--- src/rtl/shift_sequencer.sv ---
`default_nettype none
// ============================================================================
// Module      : shift_sequencer
// Description : Expands one hold/shift/load command per handshake into a
//               cycle-by-cycle stream of cell select codes and serial fill
//               bits for a WIDTH-cell shift chain, then pulses done.
// Revision    : 1.0 - initial release
// ============================================================================
module shift_sequencer #(
    parameter int WIDTH = 8,
    parameter int CNT_W = 4
) (
    input  logic             clk,
    input  logic             sync_reset,
    input  logic             cmd_valid,
    output logic             cmd_ready,
    input  logic [1:0]       cmd_op,
    input  logic [CNT_W-1:0] cmd_count,
    input  logic             cmd_fill,
    output logic [1:0]       sel,
    output logic             rightshift,
    output logic             leftshift,
    output logic             busy,
    output logic             done
);

    // State encoding
    localparam logic [1:0] c_ST_IDLE = 2'd0;
    localparam logic [1:0] c_ST_RUN  = 2'd1;
    localparam logic [1:0] c_ST_DONE = 2'd2;

    // Cell select encoding
    localparam logic [1:0] c_OP_HOLD  = 2'b00;
    localparam logic [1:0] c_OP_LEFT  = 2'b01;
    localparam logic [1:0] c_OP_RIGHT = 2'b10;
    localparam logic [1:0] c_OP_LOAD  = 2'b11;

    // Saturation limit expressed in counter width
    localparam logic [CNT_W-1:0] c_WIDTH_CNT = CNT_W'(WIDTH);
    localparam logic [CNT_W-1:0] c_ONE_CNT   = CNT_W'(1);

    logic [1:0]       r_state;
    logic [1:0]       w_state_nxt;
    logic [CNT_W-1:0] r_cnt;
    logic [CNT_W-1:0] w_cnt_nxt;
    logic [1:0]       r_op;
    logic [1:0]       w_op_nxt;
    logic             r_fill;
    logic             w_fill_nxt;

    logic [CNT_W-1:0] w_n;
    logic             w_accept;

    logic [1:0]       r_sel;
    logic             r_rightshift;
    logic             r_leftshift;
    logic             r_busy;
    logic             r_done;
    logic [1:0]       w_sel_nxt;
    logic             w_rightshift_nxt;
    logic             w_leftshift_nxt;
    logic             w_busy_nxt;
    logic             w_done_nxt;

    // Ready depends on state only, never on cmd_valid
    assign cmd_ready = (r_state == c_ST_IDLE);
    assign w_accept  = cmd_valid && cmd_ready;

    // Active cycle count for the presented command: load is a single cycle,
    // everything else saturates at the chain length
    always_comb begin
        w_n = cmd_count;
        if (cmd_op == c_OP_LOAD) begin
            w_n = c_ONE_CNT;
        end else if (cmd_count > c_WIDTH_CNT) begin
            w_n = c_WIDTH_CNT;
        end
    end

    // State register plus latched command fields
    always_ff @(posedge clk) begin
        if (sync_reset) begin
            r_state <= c_ST_IDLE;
            r_cnt   <= '0;
            r_op    <= c_OP_HOLD;
            r_fill  <= 1'b0;
        end else begin
            r_state <= w_state_nxt;
            r_cnt   <= w_cnt_nxt;
            r_op    <= w_op_nxt;
            r_fill  <= w_fill_nxt;
        end
    end

    // Next-state logic: accept in IDLE, count down in RUN, one DONE cycle
    always_comb begin
        w_state_nxt = r_state;
        w_cnt_nxt   = r_cnt;
        w_op_nxt    = r_op;
        w_fill_nxt  = r_fill;
        case (r_state)
            c_ST_IDLE: begin
                if (w_accept) begin
                    w_op_nxt    = cmd_op;
                    w_fill_nxt  = cmd_fill;
                    w_cnt_nxt   = w_n;
                    w_state_nxt = (w_n == '0) ? c_ST_DONE : c_ST_RUN;
                end
            end
            c_ST_RUN: begin
                w_cnt_nxt = r_cnt - c_ONE_CNT;
                if (r_cnt <= c_ONE_CNT) begin
                    w_cnt_nxt   = '0;
                    w_state_nxt = c_ST_DONE;
                end
            end
            c_ST_DONE: begin
                w_state_nxt = c_ST_IDLE;
            end
            default: begin
                w_state_nxt = c_ST_IDLE;
            end
        endcase
    end

    // Output decode from the upcoming state so the registered outputs line up
    // with the state they belong to
    always_comb begin
        w_sel_nxt        = c_OP_HOLD;
        w_rightshift_nxt = 1'b0;
        w_leftshift_nxt  = 1'b0;
        w_busy_nxt       = 1'b0;
        w_done_nxt       = 1'b0;
        case (w_state_nxt)
            c_ST_RUN: begin
                w_sel_nxt        = w_op_nxt;
                w_rightshift_nxt = (w_op_nxt == c_OP_RIGHT) && w_fill_nxt;
                w_leftshift_nxt  = (w_op_nxt == c_OP_LEFT) && w_fill_nxt;
                w_busy_nxt       = 1'b1;
            end
            c_ST_DONE: begin
                w_busy_nxt = 1'b1;
                w_done_nxt = 1'b1;
            end
            default: begin
                w_busy_nxt = 1'b0;
            end
        endcase
    end

    // Output registers; the serial bit and select code change on the same edge
    always_ff @(posedge clk) begin
        if (sync_reset) begin
            r_sel        <= c_OP_HOLD;
            r_rightshift <= 1'b0;
            r_leftshift  <= 1'b0;
            r_busy       <= 1'b0;
            r_done       <= 1'b0;
        end else begin
            r_sel        <= w_sel_nxt;
            r_rightshift <= w_rightshift_nxt;
            r_leftshift  <= w_leftshift_nxt;
            r_busy       <= w_busy_nxt;
            r_done       <= w_done_nxt;
        end
    end

    assign sel        = r_sel;
    assign rightshift = r_rightshift;
    assign leftshift  = r_leftshift;
    assign busy       = r_busy;
    assign done       = r_done;

endmodule
`default_nettype wire

--- config.mk ---
export PLATFORM = sky130hd
export DESIGN_NAME = shift_sequencer
export DESIGN_NICKNAME = d
export VERILOG_FILES = /design/src/rtl/shift_sequencer.sv
export SDC_FILE = /design/constraint.sdc
export NUM_CORES = 1
export LEC_CHECK = 0
export ABC_AREA = 0
export BUFFER_PORTS_ARGS = -buffer_cell sky130_fd_sc_hd__clkbuf_2
export CORE_ASPECT_RATIO = 0.8
export CORE_MARGIN = 1.5
export CORE_UTILIZATION = 37
export CTS_CLUSTER_DIAMETER = 200
export DETAILED_ROUTE_END_ITERATION = 6
export GPL_ROUTABILITY_DRIVEN = 0
export GPL_TIMING_DRIVEN = 0
export PLACE_DENSITY = 0.65
export SLEW_MARGIN = 20
export SYNTH_ARGS = -nofsm -noshare
export SYNTH_HDL_FRONTEND = slang
export SYNTH_SLANG_ARGS = --single-unit
--- constraint.sdc ---
create_clock -name clk -period 1.97 [get_ports clk]
set_input_delay 0.2955 -clock clk [delete_from_list [all_inputs] [get_ports clk]]
set_output_delay 0.2955 -clock clk [all_outputs]
set_load 0.005 [all_outputs]
==> impl_results.md <==
* Result of the run: completed
* Initial core utilization at 40.2%
* Standard cell area after detailed placement at 877 um2
* First-pass GRT wire length at ~2600 um
* Post-route ant nets at 0
* Setup slack on the worst flop-to-flop path at approximately 0.14 ns
* Static power due to leakage at between 0.3 and 0.4 nW
* Number of buffers on the longest clock path at 2
* Number of cells after detailed placement at about 120
* Fin worst setup slack at 0.135 ns
* Async set or reset register ratio after synthesis at 0%
* Summed area of non-filler cells in the final layout at approximately 930 um2
* Power per cell area at 775 mW/mm2
* CTS Root Cell: sky130_fd_sc_hd__clkbuf_4
* Number of storage elements in the synthesis netlist at 15
* Share of the clock period used by the worst path after layout at 93.1%
* Post-cts hold buffer count at 0
* Hold violation count in the final report at 0
* Number of buffers created by CTS at 3
* Prevailing post-synth register cell: sky130_fd_sc_hd__dfxtp_1
* Syn_area_per_cell at 9.35 um2
* Sinks on the clock net at 15
* Element type at the critical path end: register
* Synth Cell Area at 767 um2
* Maximum vdd drop at 0.000489 V
* Ordered cell list for the critical path: inv_1 > ha_2 > nor2_2 > or3_1 > a22oi_2 > nor2_1 > ha_1 > nand2_2 > nor2_1
* Pins over their slew limit at 0
* Non-filler cells, final at 127
* Hold slack at 0.331 ns
* Port-buffer cells at 16
* CTS clk-pin slew, worst paths at 0.08 ns
* Total design power at 0.719 mW
* Met1 capacity usage during global routing at 19.8%
* Maxcap violations at 0
* Yosys warning count at 0
* Layer with the highest usage: met2
* Gr usage total at 15.1%
* Portion of the post-synthesis area used by sequential elements at 39.2%
* Worst setup path startpoint: r_cnt[0]
* Worst path required time at 2.14 ns
* DRC violations left at 0
* Slew at the pin closest to its max-slew limit at approximately 0.44 ns
* Met3 usage at under 10%
* Dpl hpwl at 1200 um
* Number of enable-type register cells in the synthesized netlist at 0
* Total number of H-tree levels at 1
* Met2 GRT Util at 23.2%
* Overall die height at 43.7 um
* Rows at 14
* Mapped Cells at 82
* Gr ovfl total at 0
* Initial antenna violation count at 0
* Worst Reg2Reg Path Length in Cells at 9
* CP top delay family: simple AND/OR/NAND/NOR gates
* Share of cells above drive strength 1 at 32.0%
* Worst reg2reg path endpoint: sel[1]
* Overall die area at 0.00236 mm2
* DRT iter0 DRCs at 3
* Count of buffer and inverter cells on the critical path at 1
* TritonCTS clock tree: yes
* Setup slack after placement at -0.00430 ns
* Drt wl/cell at 12.0 um
* Min-Delay Path Class: in2reg
* Hold Path Sink: sel[0]
* Maximum achievable frequency at between 0.5 and 0.6 GHz
* Largest clock skew in the final design at 0.00255 ns
* Origin of the worst min-delay path: cmd_op[0]
* Area growth from synthesis to layout at 20.9%
* Final Setup Violations at 0
* Worst slew margin relative to its limit at 70.9%
* Distinct cells, synth at 33
* CP Max Fanout at 5
* Count of boundary I/O pins at 17
* Number of nets in the synthesized netlist at 96
* CP max stage cell: sky130_fd_sc_hd__or3_1
* Wire length reported by the detailed router at 1520 um
* Final antenna diode count at 0
* Category of the most critical setup path: reg2reg
* Placeable Area at 0.00191 mm2
* Element type at the critical path start: register
* Horizontal die dimension at 53.9 um
* Worst-skew pair later-pin latency at 0.28 ns
* Number of nets in the layout at 118
* Number of global-route vias before repair at 589
* Final critical path time including I/O delays and setup at 1.83 ns
* Hold-critical path depth at 3
* Pin count of the biggest net entering global routing at 11
* Detailed-router iteration count before antenna repair at 3
* Worst flop-to-flop path startpoint: r_cnt[0]
* Ratio of routed vias to standard cells at 5.06
* Longest individual stage delay on the worst path at 0.36 ns
* CP arrival at 2.01 ns
* Routed via count at approximately 640
* Most repeated library cell on the critical path: sky130_fd_sc_hd__nor2_1
-- cells in the mapped netlist, types with 2 or more instances --
cell / instances / area [um2]
sky130_fd_sc_hd__mux2i_4: 2 / 45.0
sky130_fd_sc_hd__o21ai_1: 2 / 10.0
sky130_fd_sc_hd__inv_1: 5 / 18.8
sky130_fd_sc_hd__nor2_1: 11 / 41.3
sky130_fd_sc_hd__clkbuf_1: 2 / 7.51
sky130_fd_sc_hd__ha_1: 4 / 50.1
sky130_fd_sc_hd__dfxtp_1: 15 / 300
sky130_fd_sc_hd__a31oi_1: 3 / 18.8
sky130_fd_sc_hd__nor4b_2: 2 / 30.0
sky130_fd_sc_hd__nor2b_1: 4 / 25.0
sky130_fd_sc_hd__nand2b_1: 2 / 12.5
sky130_fd_sc_hd__nor3_1: 3 / 15.0
sky130_fd_sc_hd__o21ai_0: 2 / 10.0
sky130_fd_sc_hd__nand3_1: 2 / 10.0
sky130_fd_sc_hd__a211oi_1: 2 / 15.0
sky130_fd_sc_hd__o31ai_1: 2 / 15.0
sky130_fd_sc_hd__nand2_1: 3 / 11.3
-- cell families (layout without fill, tap and decap cells) --
logic type	after synthesis	after routing	synth area share (%)
muxes	3	3	7.18
and+or+nand+nor	35	35	27.1
DFF	15	15	39.2
adders and majority gates	4	4	6.53
AOI/OAI and AO/OA	17	17	15.2
buffers and inverters	8	29	4.89
-- power breakdown --
| part | switching, mW | total [mW] | internal (mW) |
|---|---|---|---|
| logic | 0.103 | 0.197 | 0.0943 |
| clock network | 0.0949 | 0.174 | 0.0787 |
| registers | 0.0198 | 0.348 | 0.328 |
-- state kept, by name, summed over array words and instances, names as in the netlist --
register,cells
done,1
leftshift,1
rightshift,1
r_cnt,4
busy,1
r_fill,1
sel,2
r_op,2
r_state,2
-- worst reg2reg max path: stages, from the launching register on --
cell                      delay [ns]
sky130_fd_sc_hd__dfxtp_1        0.35
sky130_fd_sc_hd__inv_1          0.07
sky130_fd_sc_hd__ha_2           0.20
sky130_fd_sc_hd__nor2_2         0.06
sky130_fd_sc_hd__or3_1          0.36
sky130_fd_sc_hd__a22oi_2        0.23
sky130_fd_sc_hd__nor2_1         0.07
sky130_fd_sc_hd__ha_1           0.22
sky130_fd_sc_hd__nand2_2        0.10
sky130_fd_sc_hd__nor2_1         0.06
-- worst max path at each step --
stage,endpoint,slack (ns),cells past startpoint
floorplan,leftshift,0.25,9
global placement,leftshift,0.07,9
detailed placement,sel[1],-0.004,9
CTS,sel[1],0.03,9
global route,sel[1],-0.006,9
finish,sel[1],0.14,9
-- per-stage QoR --
stage	utilization (%)	TNS [ns]
final	48.6	0
after global routing	48.6	-0.00639
after global placement	45.9	0
after CTS	47.6	0
after floorplan	-	0
after detailed placement	45.9	-0.00430
-- cell usage in the layout, fill, tap and decap left out, types with 2 or more instances in the layout --
cell	n
sky130_fd_sc_hd__nand3_1	2
sky130_fd_sc_hd__o21ai_0	2
sky130_fd_sc_hd__nand2b_1	2
sky130_fd_sc_hd__o31ai_1	2
sky130_fd_sc_hd__nor3_1	3
sky130_fd_sc_hd__nor2b_1	4
sky130_fd_sc_hd__mux2i_4	2
sky130_fd_sc_hd__inv_1	5
sky130_fd_sc_hd__a211oi_1	2
sky130_fd_sc_hd__nand2_1	2
sky130_fd_sc_hd__nor4b_2	2
sky130_fd_sc_hd__clkbuf_4	3
sky130_fd_sc_hd__nor2_1	10
sky130_fd_sc_hd__a31oi_1	3
sky130_fd_sc_hd__clkbuf_2	16
sky130_fd_sc_hd__clkbuf_1	3
sky130_fd_sc_hd__nor2_2	2
sky130_fd_sc_hd__dfxtp_1	15
sky130_fd_sc_hd__ha_1	3
-- final cells by class --
class	count	area, um2
plain buffers	3	18.8
clock buffers	4	26.3
fillers	190	982
inverters	5	18.8
multi-input cells	59	445
flip-flops and latches	15	300
well taps	24	30.0
repair buffers	17	87.6
-- metal layers --
metal,part of all wire [%],vias up
met5,0,-
met4,1.3,0
met3,5.0,2
met2,46,13
met1,48,292
li1,-,336
-- what timing repair did --
| action | in CTS | in global routing |
|---|---|---|
| setup endpoints to repair | 4 | 5 |
| hold endpoints to repair | 0 | 0 |
| buffers inserted | 0 | 1 |
| gates resized for setup | 1 | 4 |
| pin swaps | 0 | 1 |
Note: power is estimated with default switching activity, not from simulation.
